**config.mk**
```make
export PLATFORM = sky130hd
export DESIGN_NAME = approx_adder_pipe
export DESIGN_NICKNAME = d
export VERILOG_FILES = /design/src/rtl/approx_adder_pkg.sv /design/src/rtl/approx_adder_core.sv /design/src/rtl/approx_adder_pipe.sv
export SDC_FILE = /design/constraint.sdc
export NUM_CORES = 1
export LEC_CHECK = 0
export ABC_AREA = 1
export CORE_ASPECT_RATIO = 1.5
export CORE_UTILIZATION = 45
export CTS_CLUSTER_DIAMETER = 120
export CTS_CLUSTER_SIZE = 25
export DETAILED_ROUTE_END_ITERATION = 10
export PLACE_DENSITY = 0.69
export SLEW_MARGIN = 20
export SYNTH_ARGS = -nofsm -noshare
export SYNTH_HDL_FRONTEND = slang
export SYNTH_SLANG_ARGS = --single-unit
```
**constraint.sdc**
```tcl
create_clock -name clk -period 3.6 [get_ports clk]
set_input_delay 0.36 -clock clk [delete_from_list [all_inputs] [get_ports clk]]
set_output_delay 0.36 -clock clk [all_outputs]
set_load 0.03 [all_outputs]
```
**src/rtl/approx_adder_pkg.sv**
```systemverilog
// Shared encodings and default sizing for the approximate adder pipeline.
package approx_adder_pkg;
  localparam int WIDTH_DEF       = 8;
  localparam int APPROX_BITS_DEF = 3;
  localparam int CNT_W_DEF       = 16;

  typedef enum logic {
    MODE_EXACT = 1'b0,
    MODE_LOA   = 1'b1
  } mode_e;
endpackage

```
**src/rtl/approx_adder_core.sv**
```systemverilog
// Stateless sum/carry logic: low-part add or OR, upper-part add, and the exact reference sum.
module approx_adder_core
  import approx_adder_pkg::*;
#(
  parameter int WIDTH       = WIDTH_DEF,
  parameter int APPROX_BITS = APPROX_BITS_DEF
) (
  input  logic [APPROX_BITS-1:0]     lo_a,
  input  logic [APPROX_BITS-1:0]     lo_b,
  input  logic                       lo_cin,
  input  mode_e                      lo_mode,
  output logic [APPROX_BITS-1:0]     lo_sum,
  output logic                       lo_carry,
  input  logic [WIDTH-APPROX_BITS-1:0] hi_a,
  input  logic [WIDTH-APPROX_BITS-1:0] hi_b,
  input  logic                       hi_carry,
  output logic [WIDTH-APPROX_BITS:0] hi_sum,
  input  logic [WIDTH-1:0]           ex_a,
  input  logic [WIDTH-1:0]           ex_b,
  input  logic                       ex_cin,
  output logic [WIDTH:0]             ex_sum
);
  localparam int L = APPROX_BITS;
  localparam int H = WIDTH - APPROX_BITS;

  logic [L:0] lo_ext_s;

  // Low part: exact ripple add, or OR with a carry guessed from the top approximated bit.
  always_comb begin
    lo_ext_s = {1'b0, lo_a} + {1'b0, lo_b} + {{L{1'b0}}, lo_cin};
    lo_sum   = lo_ext_s[L-1:0];
    lo_carry = lo_ext_s[L];
    case (lo_mode)
      MODE_EXACT: begin
        lo_sum   = lo_ext_s[L-1:0];
        lo_carry = lo_ext_s[L];
      end
      MODE_LOA: begin
        lo_sum   = lo_a | lo_b;
        lo_carry = lo_a[L-1] & lo_b[L-1];
      end
      default: begin
        lo_sum   = lo_ext_s[L-1:0];
        lo_carry = lo_ext_s[L];
      end
    endcase
  end

  // Upper part and the exact sum used to flag approximation error.
  always_comb begin
    hi_sum = {1'b0, hi_a} + {1'b0, hi_b} + {{H{1'b0}}, hi_carry};
    ex_sum = {1'b0, ex_a} + {1'b0, ex_b} + {{WIDTH{1'b0}}, ex_cin};
  end
endmodule

```
**src/rtl/approx_adder_pipe.sv**
```systemverilog
// Two-stage valid/ready pipeline around approx_adder_core with a saturating error counter.
module approx_adder_pipe
  import approx_adder_pkg::*;
#(
  parameter int WIDTH       = WIDTH_DEF,
  parameter int APPROX_BITS = APPROX_BITS_DEF,
  parameter int CNT_W       = CNT_W_DEF
) (
  input  logic             clk,
  input  logic             rst_n,
  input  logic             in_valid,
  output logic             in_ready,
  input  logic [WIDTH-1:0] a,
  input  logic [WIDTH-1:0] b,
  input  logic             cin,
  input  logic             mode,
  output logic             out_valid,
  input  logic             out_ready,
  output logic [WIDTH:0]   sum,
  output logic             err_flag,
  output logic [CNT_W-1:0] err_count,
  input  logic             cnt_clr
);
  localparam int L = APPROX_BITS;
  localparam int H = WIDTH - APPROX_BITS;

  logic             s1_valid_r;
  logic [WIDTH-1:0] s1_a_r;
  logic [WIDTH-1:0] s1_b_r;
  logic             s1_cin_r;
  mode_e            s1_mode_r;
  logic [L-1:0]     s1_lo_r;
  logic             s1_carry_r;

  logic [L-1:0]     lo_sum_s;
  logic             lo_carry_s;
  logic [H:0]       hi_sum_s;
  logic [WIDTH:0]   ex_sum_s;
  logic [WIDTH:0]   full_sum_s;
  logic             s2_load_s;
  logic             s1_adv_s;
  logic             s1_load_s;
  logic             deliver_s;

  assign s2_load_s  = !out_valid || out_ready;
  assign s1_adv_s   = s1_valid_r && s2_load_s;
  assign s1_load_s  = !s1_valid_r || s1_adv_s;
  assign in_ready   = rst_n && s1_load_s;
  assign deliver_s  = out_valid && out_ready;
  assign full_sum_s = {hi_sum_s, s1_lo_r};

  approx_adder_core #(
    .WIDTH       (WIDTH),
    .APPROX_BITS (APPROX_BITS)
  ) u_core (
    .lo_a     (a[L-1:0]),
    .lo_b     (b[L-1:0]),
    .lo_cin   (cin),
    .lo_mode  (mode_e'(mode)),
    .lo_sum   (lo_sum_s),
    .lo_carry (lo_carry_s),
    .hi_a     (s1_a_r[WIDTH-1:L]),
    .hi_b     (s1_b_r[WIDTH-1:L]),
    .hi_carry (s1_carry_r),
    .hi_sum   (hi_sum_s),
    .ex_a     (s1_a_r),
    .ex_b     (s1_b_r),
    .ex_cin   (s1_cin_r),
    .ex_sum   (ex_sum_s)
  );

  // Stage 1: capture operands plus the low-part result and carry into the upper part.
  always_ff @(posedge clk) begin
    if (!rst_n) begin
      s1_valid_r <= 1'b0;
      s1_a_r     <= '0;
      s1_b_r     <= '0;
      s1_cin_r   <= 1'b0;
      s1_mode_r  <= MODE_EXACT;
      s1_lo_r    <= '0;
      s1_carry_r <= 1'b0;
    end else if (s1_load_s) begin
      s1_valid_r <= in_valid;
      if (in_valid) begin
        s1_a_r     <= a;
        s1_b_r     <= b;
        s1_cin_r   <= cin;
        s1_mode_r  <= mode_e'(mode);
        s1_lo_r    <= lo_sum_s;
        s1_carry_r <= lo_carry_s;
      end
    end
  end

  // Stage 2: finish the upper add and flag any difference from the exact sum.
  always_ff @(posedge clk) begin
    if (!rst_n) begin
      out_valid <= 1'b0;
      sum       <= '0;
      err_flag  <= 1'b0;
    end else if (s2_load_s) begin
      out_valid <= s1_valid_r;
      if (s1_valid_r) begin
        sum      <= full_sum_s;
        err_flag <= (s1_mode_r == MODE_LOA) && (full_sum_s != ex_sum_s);
      end
    end
  end

  // Saturating count of erroneous beats actually handed downstream; clear wins over increment.
  always_ff @(posedge clk) begin
    if (!rst_n) begin
      err_count <= '0;
    end else if (cnt_clr) begin
      err_count <= '0;
    end else if (deliver_s && err_flag && (err_count != {CNT_W{1'b1}})) begin
      err_count <= err_count + {{(CNT_W-1){1'b0}}, 1'b1};
    end
  end
endmodule

```
# == Word-level counts from Yosys, hierarchy flattened ==
# Cells that the tools add are included.
# classes
eq_ne,2
muxes,2
bitwise,4
add_sub_neg,7
n_reduce_logical,13
# op_table
op,n
$add A16 B1 Y16 const B,1
$ne A16 B16 Y1 const B,1
$add A8 B8 Y9,1
$add A9 B1 Y9,1
$ne A9 B9 Y1,1
$add A5 B5 Y6,1
$add A6 B1 Y6,1
$logic_and A1 B1 Y1,6
$pmux W3 S2,1
$add A3 B3 Y4,1
$add A4 B1 Y4,1
$reduce_and A2 Y1,2
$or A3 B3 Y3,1
$logic_not A1 Y1,2
$logic_or A1 B1 Y1,2
$not A1 Y1,2
$pmux W1 S2,1
$reduce_or A2 Y1,1
$and A1 B1 Y1,1
# word_totals
regBits,50

# == Longest topological paths before layout ==
# Gate-level depths: netlist of the first run.
# depth
depth_word,5
mapped_depth,13

# == Cells and area by module ==
# From an unflattened synthesis of the first run, not the netlist that was laid out.
# unflattened
hier_cells,430
hier_area_um2,3010.4
# modules_own_cells
mod,cells_each,area_per_inst_um2,n_inst
approx_adder_pipe,323,2260.9,1
approx_adder_core,107,749.5,1

# == Least setup slack after synthesis of the first run ==
# No wires, ideal clock.
# synth_timing
kind,register -> register
startpoint,reg s1_a_r[3]
endpoint,reg err_flag
setup_time_ns,0.124
required_ns,3.476
t_arrival_ns,1.806
stages_incl_launch_ff,10
period_less_slack_ns,1.930
slack_ns,1.670
cell_sequence,dfxtp_1 -> fa_1 -> inv_1 -> fa_1 -> xnor2_1 -> nand3_1 -> nand2_1 -> nand4_1 -> nand2_1 -> a21oi_1
# synth_between
elab_chain_cells,4
elab_cells_between_ends,6
classes_between,add/sub (4); eq/ne (1); reduce/logical (1)
# synth_rtl
item,line,source
"start, declared",approx_adder_pipe.sv:28,logic [WIDTH-1:0] s1_a_r;
"start signal, assigned",approx_adder_pipe.sv:76,s1_a_r <= '0;
"start signal, assigned",approx_adder_pipe.sv:85,s1_a_r <= a;
$add A8 B8 Y9 / $add A5 B5 Y6 (equally long branches),"approx_adder_core.sv:52, approx_adder_core.sv:51",
$add A9 B1 Y9 / $add A6 B1 Y6 (equally long branches),"approx_adder_core.sv:52, approx_adder_core.sv:51",
$ne A9 B9 Y1 *,approx_adder_pipe.sv:105,err_flag <= (s1_mode_r == MODE_LOA) && (full_sum_s != ex_sum_s);
$logic_and A1 B1 Y1 *,approx_adder_pipe.sv:105,
"end signal, assigned",approx_adder_pipe.sv:105,
"end, declared",approx_adder_pipe.sv:20,"output logic err_flag,"
# Every way passes the cells marked *; elsewhere a longest branch is shown, timed or not.
# A chain may end at the register's enable or synchronous reset.

# == Final worst setup path of the first run ==
# layout_timing
startpoint,in rst_n
endpoint,out in_ready
# layout_between
elab_chain_cells,1
# layout_rtl
item,line,source
"start, declared",approx_adder_pipe.sv:10,"input logic rst_n,"
$logic_and A1 B1 Y1,approx_adder_pipe.sv:48,assign in_ready = rst_n && s1_load_s;
"end, declared",approx_adder_pipe.sv:12,"output logic in_ready,"
# Every way passes these cells.

==> results of run 1 <==
## synthesized netlist by cell type
master	count
a211oi_1	5
a21o_1	2
a21oi_1	35
a221oi_1	1
a31oi_1	1
a41oi_1	1
buf_1	1
buf_2	2
buf_6	2
clkbuf_1	4
clkinv_1	2
dfxtp_1	50
fa_1	6
ha_1	13
inv_1	52
inv_2	1
nand2_1	69
nand2_2	1
nand2_4	1
nand3_1	16
nand3_2	1
nand4_1	6
nor2_1	42
nor2_2	1
nor3_1	9
nor3_2	1
nor3_4	1
nor3b_1	1
nor4_2	1
o21a_1	1
o21ai_0	31
o21ai_1	1
o21ai_2	1
xnor2_1	3
xor2_1	9
## registers in the layout (all words and copies together), names as in the netlist, 3 cells and up
name / count
err_count: 16
s1_a_r: 8
s1_b_r: 8
s1_lo_r: 3
sum: 9
## area by class of cell
type                            instances  area [um^2]
Clock buffer                            7         76.3
Clock inverter                          1         30.0
Fill cell                             571         2430
Inverter                               55          206
Multi-Input combinational cell        260         1480
Sequential cell                        50         1000
Tap cell                               72         90.1
Timing Repair Buffer                   52          515
## worst max-delay path: cells and delay by family
family / cells / cell delay, ns
and+or+nand+nor: 1 / 0.11
buffers and inverters: 4 / 1.45
## worst min-delay path by stage
stage / from / slack, ns / end
final: s1_b_r[0]$_SDFFE_PN0P_ / 0.49 / s1_b_r[0]$_SDFFE_PN0P_
after floorplan: s1_mode_r$_SDFFE_PN0P_ / 0.43 / s1_mode_r$_SDFFE_PN0P_
after CTS: err_count[15]$_SDFFE_PP0P_ / 0.49 / err_count[15]$_SDFFE_PP0P_
after global routing: err_flag$_SDFFE_PN0P_ / 0.51 / err_flag$_SDFFE_PN0P_
after global placement: err_count[15]$_SDFFE_PP0P_ / 0.47 / err_count[15]$_SDFFE_PP0P_
after detailed placement: s1_mode_r$_SDFFE_PN0P_ / 0.48 / s1_mode_r$_SDFFE_PN0P_
## per-stage QoR
| step | setup slack [ns] | instance area, um^2 | cells |
|---|---|---|---|
| floorplan | 1.67 | 2730 | 374 |
| global placement | 1.30 | 3290 | 489 |
| detailed placement | 1.22 | 3290 | 489 |
| CTS | 1.33 | 3390 | 497 |
| global route | 1.27 | 3390 | 497 |
| finish | 1.33 | 3390 | 497 |
## cells by family after synthesis
group,synth area share [%]
buffers and inverters,9.43
AOI/OAI and AO/OA,15.7
DFF,36.6
adders and majority gates,10.3
xor gates and xnor gates,3.84
and+or+nand+nor,24.1
## power breakdown
group / switching [mW] / internal [mW] / leakage, nW / total, mW
Clock: 0.185 / 0.208 / 0.0524 / 0.393
Combinational: 0.131 / 0.101 / 0.952 / 0.232
Sequential: 0.0155 / 0.581 / 0.411 / 0.596
Total: 0.332 / 0.890 / 1.42 / 1.22
## layer usage
metal | track usage (%) | up-vias | share of wire [%]
met5 | 0 | - | 0
met2 | 36.3 | 62 | 52
met4 | 9.70 | 0 | 2.9
met3 | 3.40 | 15 | 4.0
met1 | 20.6 | 1119 | 41
li1 | - | 1309 | -
==> flow_summary.ini, run 1 <==
[worst_setup_path]
cp_max_fo = 29
r2r_start = s1_a_r[3]$_SDFFE_PN0P_
critPathLaunch = rst_n
r2r_end = err_flag$_SDFFE_PN0P_
cp_common_cell = clkdlybuf4s50_1
crit_required_ns = 3.24
reg2regPathDepth = 10
rrSetupSlack_ns = 1.48
crit_type = in -> out
crit_slowest_cell = clkdlybuf4s50_1
cp-start-kind = input pin
path_cells = clkdlybuf4s50_1, buf_4, nand2_1, inv_1, clkdlybuf4s50_1
cp-end-kind = output pin
endpoint = in_ready
max_stage_delay_ns = 0.66
crit_arrival_ns = 1.91

[worst_hold_path]
holdPathStages = 2
min_path_type = reg -> reg

[clock_tree]
htree_num_levels = 2
clockBufferDepth = 2
clk_latency_ns = 0.31
root_buffer = clkbuf_8
cts-resized-gates = 0
post_cts.repair.setup_buffers = 0
clkSlewWorstSetupHoldPaths_ns = 0.08
cts_made_buffers = 5
cts_tree = yes
cts.sinks = 50
ctsHoldBuffers = 0

[power_and_ir_drop]
ir_worst_vdd_mv = 0.213
leakage_nw = 1.42
power_density_nw_per_um2 = 360
p_total_mw = 1.22

[timing]
whs_ns = 0.494
max_slew_margin_pct = 66.0
timing.fmax_mhz = 441
setup-violations-final = 0
period_minus_slack_ns = 2.27
rsz0062_at_grt = false
fin_crit_sh_pct = 63.1
finalSetupTns_ns = 0
slew_viol_final = 0
hold_violations = 0
skew_ns = 0.00511
worst_pin_slew_ns = 0.505

[finish]
diodes = 0
layout_commonest_cell = nand2_1
drive_above_1_share_pct = 4.00
fin_nets = 466
final_cell_mix = nand2_1, inv_1, dfxtp_1, clkdlybuf4s50_1, nor2_1
fin_util_pct = 58.2
synthToLayoutAreaGrowth_pct = 24.2

[grt]
overflow = 0
grt_max_degree = 30
grt_pass1_vias = 2388
antenna_found_initial = 0
grt_pass1_wl_um = 9930
grt_use_total_pct = 19.8

[synth]
synthCells = 374
synth_top_area_share_pct = 36.6
syn_area_per_cell_um2 = 7.31
yosysWarnings = 0
yosys-top-cells-area = dfxtp_1, nand2_1, inv_1
synth_top_area_cell = dfxtp_1
syn-cell-area_um2 = 2730
ys_types = 35
ys_seq_area_share_pct = 36.6
synth.net_count = 416
synth-seq-cells = 50

[flow_run]
cap_viol_max_count = 0

[floorplanning]
pin_count = 51
dieArea_um2 = 6400
coreArea_um2 = 5830
rows = 34
initial_core_util_pct = 46.9
die_x_um = 65.6
die_h_um = 97.5

[route]
drt-total-wl_um = 5770
dr_total_vias = 2505
dr.pass1.iters = 4
drtIter0Drc = 129
wire_per_inst_um = 11.6
drc_errors = 0
post_drt_via_cell_ratio = 5.04
postRouteAntennaNets = 0

[place]
dp_hpwl_um = 4410
io_buffers = 50
gp_congestion = 0.894

[outcome]
status = complete, no violations
Note: power is estimated with default switching activity, not from simulation.
==> inputs of run 2 (changes only) <==
--- a/config.mk
+++ b/config.mk
@@ -11,7 +11,7 @@
 export CTS_CLUSTER_DIAMETER = 120
 export CTS_CLUSTER_SIZE = 25
 export DETAILED_ROUTE_END_ITERATION = 10
-export PLACE_DENSITY = 0.69
+export PLACE_DENSITY = 0.72
 export SLEW_MARGIN = 20
 export SYNTH_ARGS = -nofsm -noshare
 export SYNTH_HDL_FRONTEND = slang
==> constraint.sdc (replaced) <==
create_clock -name clk -period 1.8 [get_ports clk]
set_input_delay 0.18 -clock clk [delete_from_list [all_inputs] [get_ports clk]]
set_output_delay 0.18 -clock clk [all_outputs]
set_load 0.03 [all_outputs]
==> flow_summary.ini, run 2 (synthesis results as in run 1) <==
[route]
dr_total_vias = 2597
drt-total-wl_um = 6070
drc_errors = 0
drtIter0Drc = 140
postRouteAntennaNets = 0
wire_per_inst_um = 11.6
dr.pass1.iters = 4
post_drt_via_cell_ratio = 4.98

[floorplanning]
rows = 34
die_x_um = 65.6
coreArea_um2 = 5830
dieArea_um2 = 6400
initial_core_util_pct = 46.9
die_h_um = 97.5
pin_count = 51

[power_and_ir_drop]
power_density_nw_per_um2 = 649
swShare_pct = 28.4
leakage_nw = 1.53
p_int_mw = 1.66
seqPwrFrac_pct = 51.4
ir_worst_vdd_mv = 0.405
combinationalPowerShare_pct = 22.1
p_total_mw = 2.33
clockPowerShare_pct = 26.5
power.switching_mw = 0.661

[timing]
period_minus_slack_ns = 1.96
setup-violations-final = 1
worst_slack_ns = -0.160
fin_crit_sh_pct = 109
timing.fmax_mhz = 510
whs_ns = 0.465
rsz0062_at_grt = true
skew_ns = 0.00864
max_slew_margin_pct = 68.1
hold_violations = 0
slew_viol_final = 0
worst_pin_slew_ns = 0.474

[worst_setup_path]
cp-end-kind = register
cp_max_fo = 2
cp-start-kind = register
crit_type = reg -> reg
critPathLaunch = s1_cin_r$_SDFFE_PN0P_
r2r_start = s1_cin_r$_SDFFE_PN0P_
crit_required_ns = 1.99
crit_arrival_ns = 2.15

[clock_tree]
root_buffer = clkbuf_8
cts_made_buffers = 5
clockBufferDepth = 2
cts_tree = yes
clk_latency_ns = 0.30
clkSlewWorstSetupHoldPaths_ns = 0.09
cts.sinks = 50
htree_num_levels = 2

[finish]
largest-register = err_count
synthToLayoutAreaGrowth_pct = 31.1
fin_util_pct = 61.5
regArea_um2 = 1000
reg_top3 = err_count: 16 flops, sum: 9 flops
drive_above_1_share_pct = 12.4
final_cell_mix = nand2_1, inv_1, clkdlybuf4s50_1
diodes = 0
fillers = 570
layout_commonest_cell = nand2_1
fin_nets = 492
largest_reg_flops = 16
multiInputGateArea_um2 = 1490

[grt]
overflow = 0
antenna_found_initial = 0
grt_pass1_wl_um = 10700
grt_use_total_pct = 21.1
grt_max_degree = 29
grt_pass1_vias = 2514

[place]
gp_congestion = 0.804
io_buffers = 50
dp_hpwl_um = 4840

[worst_hold_path]
min_path_type = reg -> reg
min_from = s1_mode_r$_SDFFE_PN0P_

[outcome]
violations = negative setup slack
status = finished, violations left

[flow_run]
cap_viol_max_count = 0
## run 2: through the flow
stage          area [um^2]  setup TNS (ns)  std cells  setup slack, ns
6_report              3580          -0.160        522           -0.160
5_1_grt               3580          -0.318        522           -0.307
4_1_cts               3540          -0.153        518           -0.153
3_5_place_dp          3450          -0.702        510           -0.346
3_3_place_gp          3450          -0.515        510           -0.254
2_1_floorplan         2740         -0.0373        374          -0.0373
## run 2: final cells by class
cell class,count,share of cell area [%]
clock buffer,5,1.92
clock inverter,2,0.279
inverter,55,5.83
multi-input combinational,260,41.7
sequential,50,28.0
tap,72,2.51
timing repair buffer,78,19.8
## run 2: worst max-delay path, stage by stage (launching register included)
cell     delay, ns
dfxtp_2       0.33
inv_2         0.04
fa_2          0.38
inv_2         0.07
fa_1          0.44
nand2_1       0.08
nand2_1       0.05
nor2_1        0.08
nand3_1       0.09
nor2_1        0.10
nand4_1       0.09
nand2_1       0.06
a21oi_1       0.05
## run 2: power groups by stage
stage,registers (mW),logic [mW],clock network [mW]
after global routing,1.20,0.581,0.677
final,1.19,0.515,0.615
after CTS,1.19,0.518,0.637
after floorplan,1.25,0.286,0
after global placement,1.22,0.496,0
after detailed placement,1.22,0.508,0
## run 2: worst paths after layout
| kind | to | slack, ns | cells after the start |
|---|---|---|---|
| max | err_flag$_SDFFE_PN0P_ | -0.16 | 12 |
| min | s1_mode_r$_SDFFE_PN0P_ | 0.47 | 2 |
| max reg2reg | err_flag$_SDFFE_PN0P_ | -0.16 | 12 |
| min reg2reg | s1_mode_r$_SDFFE_PN0P_ | 0.47 | 2 |
## run 2: what timing repair did
action,4_1_cts,5_1_grt
setup buffers,1,4
endpoints found under the setup margin,2,4
pin swaps,4,2
gates resized for setup,2,5
hold endpoints to repair,0,0
hold buffers,0,0
## run 2: layer usage
metal	up-vias	GRT usage, %	share of wire, %	wire [um]
li1	1360	-	-	-
met1	1173	22.6	39	2370
met2	54	39.9	56	3410
met3	10	3.40	3.1	187
met4	0	6.69	1.7	103
met5	-	0	0	0
